==> src/rtl/breakout_pkg.sv <==
// Shared definitions for the breakout screen/level logic.
//   - Screen/level state encodings driven by the level FSM (SM, LS, GO, L1..L8).
//   - Per-level brick counts BRICKS_L1..BRICKS_L8.
//   - is_level(): true for any level code (L1..L8, i.e. 3..10).
//   - outcome_state_e: internal state of the game_outcome tracker.
package breakout_pkg;

  localparam logic [3:0] SM = 4'b1111;
  localparam logic [3:0] LS = 4'b0001;
  localparam logic [3:0] GO = 4'b0010;
  localparam logic [3:0] L1 = 4'b0011;
  localparam logic [3:0] L2 = 4'b0100;
  localparam logic [3:0] L3 = 4'b0101;
  localparam logic [3:0] L4 = 4'b0110;
  localparam logic [3:0] L5 = 4'b0111;
  localparam logic [3:0] L6 = 4'b1000;
  localparam logic [3:0] L7 = 4'b1001;
  localparam logic [3:0] L8 = 4'b1010;

  localparam int unsigned BRICKS_L1 = 8;
  localparam int unsigned BRICKS_L2 = 12;
  localparam int unsigned BRICKS_L3 = 16;
  localparam int unsigned BRICKS_L4 = 20;
  localparam int unsigned BRICKS_L5 = 24;
  localparam int unsigned BRICKS_L6 = 28;
  localparam int unsigned BRICKS_L7 = 32;
  localparam int unsigned BRICKS_L8 = 40;

  typedef enum logic [1:0] {
    StIdle,
    StPlay,
    StDoneWin,
    StDoneLose
  } outcome_state_e;

  function automatic logic is_level(input logic [3:0] code);
    return (code >= L1) && (code <= L8);
  endfunction

endpackage

==> src/rtl/level_params_rom.sv <==
// Combinational brick-count lookup for the current screen/level code.
// Ports:
//   current_state  in   4        screen/level code from the level FSM
//   brick_count    out  BRICK_W  bricks for that level; 0 for non-level codes
module level_params_rom
  import breakout_pkg::*;
#(
  parameter int unsigned BRICK_W = 6
) (
  input  logic [3:0]         current_state,
  output logic [BRICK_W-1:0] brick_count
);

  always_comb begin
    brick_count = '0;
    case (current_state)
      L1:      brick_count = BRICK_W'(BRICKS_L1);
      L2:      brick_count = BRICK_W'(BRICKS_L2);
      L3:      brick_count = BRICK_W'(BRICKS_L3);
      L4:      brick_count = BRICK_W'(BRICKS_L4);
      L5:      brick_count = BRICK_W'(BRICKS_L5);
      L6:      brick_count = BRICK_W'(BRICKS_L6);
      L7:      brick_count = BRICK_W'(BRICKS_L7);
      L8:      brick_count = BRICK_W'(BRICKS_L8);
      default: brick_count = '0;
    endcase
  end

endmodule

==> src/rtl/game_outcome.sv <==
// Level outcome tracker: produces win/lose for the screen/level FSM.
// On entry to a level it loads that level's brick count and LIVES_INIT lives,
// then counts brick_hit / ball_lost pulses and raises win or lose until the
// FSM leaves the level.
// Ports:
//   clk            in   1        system clock, posedge
//   reset          in   1        synchronous active-high reset
//   current_state  in   4        screen/level code from the level FSM
//   brick_hit      in   1        one-cycle pulse, one brick destroyed
//   ball_lost      in   1        one-cycle pulse, ball fell below paddle
//   win            out  1        level cleared, held until level exit
//   lose           out  1        lives exhausted, held until level exit
//   bricks_left    out  BRICK_W  remaining bricks
//   lives          out  LIFE_W   remaining lives
// Build option: define EXTRA_LIFE_EN to award one life every EXTRA_LIFE_EVERY
// bricks cleared (saturating at 2^LIFE_W-1).
module game_outcome
  import breakout_pkg::*;
#(
  parameter int unsigned LIVES_INIT       = 3,
  parameter int unsigned BRICK_W          = 6,
  parameter int unsigned LIFE_W           = 2,
  parameter int unsigned EXTRA_LIFE_EVERY = 16
) (
  input  logic               clk,
  input  logic               reset,
  input  logic [3:0]         current_state,
  input  logic               brick_hit,
  input  logic               ball_lost,
  output logic               win,
  output logic               lose,
  output logic [BRICK_W-1:0] bricks_left,
  output logic [LIFE_W-1:0]  lives
);

  outcome_state_e     state_q, state_d;
  logic [3:0]         prev_state_q;
  logic [BRICK_W-1:0] bricks_q, bricks_d;
  logic [LIFE_W-1:0]  lives_q, lives_d;
  logic               win_q, win_d;
  logic               lose_q, lose_d;
  logic [BRICK_W-1:0] level_bricks;

  logic in_level;
  logic level_entry;
  logic hit_acc;
  logic final_hit;
  logic lost_acc;
  logic bonus;

  level_params_rom #(
    .BRICK_W (BRICK_W)
  ) u_rom (
    .current_state (current_state),
    .brick_count   (level_bricks)
  );

  assign in_level = is_level(current_state);
  // A direct switch between two level codes is also an entry.
  assign level_entry = in_level && (current_state != prev_state_q);

  assign hit_acc   = brick_hit && (bricks_q != '0);
  assign final_hit = hit_acc && (bricks_q == BRICK_W'(1));
  assign lost_acc  = ball_lost && (lives_q != '0);

`ifdef EXTRA_LIFE_EN
  logic [BRICK_W-1:0] cleared_q, cleared_d;
  logic [BRICK_W-1:0] cleared_inc;

  assign cleared_inc = cleared_q + BRICK_W'(1);
  // The final hit ends the level, so it never earns a bonus.
  assign bonus = hit_acc && !final_hit && (EXTRA_LIFE_EVERY != 0) &&
                 ((32'(cleared_inc) % EXTRA_LIFE_EVERY) == 32'd0);

  always_ff @(posedge clk) begin
    if (reset) begin
      cleared_q <= '0;
    end else begin
      cleared_q <= cleared_d;
    end
  end

  always_comb begin
    cleared_d = cleared_q;
    if (level_entry) begin
      cleared_d = '0;
    end else if ((state_q == StPlay) && in_level && hit_acc) begin
      cleared_d = cleared_inc;
    end
  end
`else
  assign bonus = 1'b0;
`endif

  always_ff @(posedge clk) begin
    if (reset) begin
      state_q      <= StIdle;
      prev_state_q <= 4'b0000;
      bricks_q     <= '0;
      lives_q      <= '0;
      win_q        <= 1'b0;
      lose_q       <= 1'b0;
    end else begin
      state_q      <= state_d;
      prev_state_q <= current_state;
      bricks_q     <= bricks_d;
      lives_q      <= lives_d;
      win_q        <= win_d;
      lose_q       <= lose_d;
    end
  end

  always_comb begin
    state_d  = state_q;
    bricks_d = bricks_q;
    lives_d  = lives_q;
    win_d    = win_q;
    lose_d   = lose_q;

    if (level_entry) begin
      state_d  = StPlay;
      bricks_d = level_bricks;
      lives_d  = LIFE_W'(LIVES_INIT);
      win_d    = 1'b0;
      lose_d   = 1'b0;
    end else begin
      unique case (state_q)
        StIdle: begin
          // Events ignored; counters hold for display.
        end
        StPlay: begin
          if (!in_level) begin
            state_d = StIdle;
          end else if ((bricks_q == '0) || final_hit) begin
            // Win beats a simultaneous final ball loss: lives untouched.
            state_d  = StDoneWin;
            bricks_d = '0;
            win_d    = 1'b1;
          end else begin
            if (hit_acc) begin
              bricks_d = bricks_q - BRICK_W'(1);
            end
            // A bonus life and a lost ball in the same cycle cancel out.
            if (lost_acc && !bonus) begin
              lives_d = lives_q - LIFE_W'(1);
              if (lives_q == LIFE_W'(1)) begin
                state_d = StDoneLose;
                lose_d  = 1'b1;
              end
            end else if (bonus && !lost_acc) begin
              if (lives_q != '1) begin
                lives_d = lives_q + LIFE_W'(1);
              end
            end
          end
        end
        StDoneWin, StDoneLose: begin
          if (!in_level) begin
            state_d = StIdle;
            win_d   = 1'b0;
            lose_d  = 1'b0;
          end
        end
        default: begin
          state_d = StIdle;
        end
      endcase
    end
  end

  assign win         = win_q;
  assign lose        = lose_q;
  assign bricks_left = bricks_q;
  assign lives       = lives_q;

endmodule

==> config.mk <==
export PLATFORM = sky130hd
export DESIGN_NAME = game_outcome
export DESIGN_NICKNAME = d
export VERILOG_FILES = /design/src/rtl/breakout_pkg.sv /design/src/rtl/level_params_rom.sv /design/src/rtl/game_outcome.sv
export SDC_FILE = /design/constraint.sdc
export NUM_CORES = 1
export LEC_CHECK = 0
export ABC_CLOCK_PERIOD_IN_PS = 1840
export CORE_MARGIN = 5
export CORE_UTILIZATION = 49
export CTS_BUF_LIST = sky130_fd_sc_hd__clkbuf_4
export CTS_CLUSTER_DIAMETER = 200
export DETAILED_ROUTE_END_ITERATION = 10
export PLACE_DENSITY = 0.77
export REMOVE_ABC_BUFFERS = 1
export SETUP_SLACK_MARGIN = 0.1
export SYNTH_ARGS = -nofsm -noshare
export SYNTH_HDL_FRONTEND = slang
export SYNTH_SLANG_ARGS = --single-unit
export TNS_END_PERCENT = 100
==> constraint.sdc <==
create_clock -name clk -period 1.84 [get_ports clk]
set_input_delay 0.184 -clock clk [delete_from_list [all_inputs] [get_ports clk]]
set_output_delay 0.184 -clock clk [all_outputs]
set_load 0.005 [all_outputs]
==> out/metrics.cfg <==
[floorplanning]
initial_core_util_pct=50.3
rows=17
io_pins=18
die_x_um=57.2
die_area_um2=3270
core-area_um2=2170
die_h_um=57.2

[sta]
fin_worst_skew_ps=5.31
fmax_mhz=565
slew_violations=0
hold_viol=0
rsz0062_at_grt=true
setup_viol=0
worstMarginPinSlew_ps=332
post-route-period-util_pct=96.2
holdWs_ps=439
max_slew_margin_pct=77.6
min_period_ps=1770

[worst_setup_path]
r2r-start=bricks_left[3]
required_ps=2050
worstSetupPathType=reg2reg
r2r-end=bricks_left[5]
cp_max_fo=4
crit_arrival_ps=1980
critPathLaunch=bricks_left[3]
end_kind=register
start_kind=register
rr_worst_depth=5
reg2reg_slack_ps=70

[final_layout]
final_core_util_pct=70.5
fin_cells=194
fill_cells=187
area_growth_pct=40.1
drive_above_1_share_pct=29.5
diodes=0
final_nets=183

[synthesis]
yosysWarnings=0
syn_avg_cell_area_um2=8.74
synthArstFlopShare_pct=0
syn-cell-area_um2=1090
yosysMostFrequentCell=dfxtp_1
ys_top_cells_by_count=dfxtp_1 (16), nor2_1 (11), nand2_1 (10)
netlist_top_cells_area=dfxtp_1 (29%), ha_1 (8.0%), xnor2_4 (5.0%)
synth_seq_cells=16
synth_edf_count=0
synth_ff_type=dfxtp_1
ys_seq_area_share_pct=29.3
yosysTopAreaCellShare_pct=29.3
netlist-cell-type-count=45
syn_inst=125
synth_top_cell_by_area=dfxtp_1

[detailed_routing]
drtPass1Iterations=4
vias=1074
drtIter0Drc=24
viasPerCell=5.54
antenna_left=0
drcViolationCount=0
drt_wl_total_um=2650
routedWlPerCell_um=13.7

[min_path]
min_from=current_state[2]
min_delay_path_depth=2
whs_endpoint=prev_state_q[2]
hp-class=in2reg

[place]
hpwl_um=2120
io_buffers=17
gp_congestion=0.848
dp.cells=190

[power_and_ir_drop]
power_density_nw_per_um2=695
p_seq_share_pct=38.7
power.switching_mw=0.358
power_frac_comb_pct=43.8
p_leak_nw=0.633
ir_drop_v=0.000481
p_clk_share_pct=17.6
switching_share_pct=33.7
internal-power_mw=0.705

[job]
drv_cap=0

[cts]
clk_pin_slew_ps=90
clock_latency_ps=290
cts_max_level=1
numCtsBuffers=3
cts_sinks=16
ctsHoldBuffers=0
clock_path_buffers=2
cts_tree=built
clockRootBuffer=clkbuf_4

[outcome]
status=finished clean

[grt]
grt_max_degree=17
grt.total_usage_pct=17.4
grt_first_pass_wirelength_um=4530
antenna_found_initial=0
grt_pass1_vias=1076
grt-ovfl-total=0

==> timing repair <==
action,CTS,global route
buffers inserted,1,0
endpoints found under the setup margin,9,9
pin swaps,2,2
resized for setup,14,7
==> critical path, stage by stage (launching register included) <==
cell and delay (ps):
dfxtp_4 370, or4_4 530, or4_1 400, nand2_1 90, a21oi_2 60, a221oi_2 230
==> layout make-up <==
class                           count  area (µm²)  share of cell area, %
Multi-Input combinational cell     96         757                   49.5
Timing Repair Buffer               42         354                   23.1
Sequential cell                    16         328                   21.4
Tap cell                           28        35.0                   2.29
Inverter                            9        33.8                   2.21
Clock buffer                        3        22.5                   1.47
==> flip-flops by register name (all words and copies together), names as in the netlist <==
name	count
prev_state_q	4
state_q	2
bricks_left	6
lives	2
lose	1
win	1
==> power groups by stage <==
stage / registers (mW) / clock network [mW] / logic (mW)
CTS: 0.406 / 0.194 / 0.448
global route: 0.416 / 0.213 / 0.508
finish: 0.411 / 0.187 / 0.465
global placement: 0.410 / 0 / 0.418
floorplan: 0.412 / 0 / 0.221
detailed placement: 0.412 / 0 / 0.428
==> layout by cell type (no fill, tap or decap), types with 2 or more instances in the layout <==
cell,instances
clkdlybuf4s50_1,14
nand3_1,2
nand2_1,10
nand3b_1,2
or4_1,4
dfxtp_2,3
inv_1,9
nand2b_1,3
nor2b_1,3
dlygate4sd2_1,3
nor4_1,2
mux2i_1,2
o21ai_0,3
nor2_1,11
dfxtp_1,12
xnor2_4,2
ha_1,5
a21oi_1,7
o22ai_1,2
nor3_1,3
clkbuf_4,3
nor2b_2,2
buf_4,25
ha_2,2
==> how the worst max path moves through the flow <==
stage	endpoint	slack, ps	depth (start not counted)
after global routing	bricks_left[5]	20	7
after detailed placement	bricks_left[5]	-370	7
after CTS	bricks_left[5]	70	5
after floorplan	bricks_left[5]	70	7
final	bricks_left[5]	70	5
after global placement	bricks_left[1]	-270	8
==> cells by family (layout without fill, tap and decap cells) <==
group,Yosys count,in the layout,share of synthesized area [%]
compound gates,31,31,20.0
xor+xnor,4,4,6.64
fa+ha+maj,7,7,8.02
buf+inv,13,54,6.53
flops,16,16,29.3
mux,2,2,1.83
simple gates,52,52,27.6
==> layer usage <==
layer	up-vias	global-route usage [%]	routed length, µm
met3	5	3.39	127
met4	0	9.27	54
met5	-	0	0
met2	24	29.2	1280
met1	502	20.7	1190
li1	543	-	-
==> through the flow <==
step	setup slack [ps]	total power, mW	TNS (ps)	cell area (µm²)
floorplan	67.6	0.632	0	1050
global placement	-272	0.828	-2200	1440
detailed placement	-370	0.840	-3080	1440
CTS	65.6	1.05	0	1500
global route	21.1	1.14	0	1530
finish	69.5	1.06	0	1530
Power figures use the tool's default switching activity.
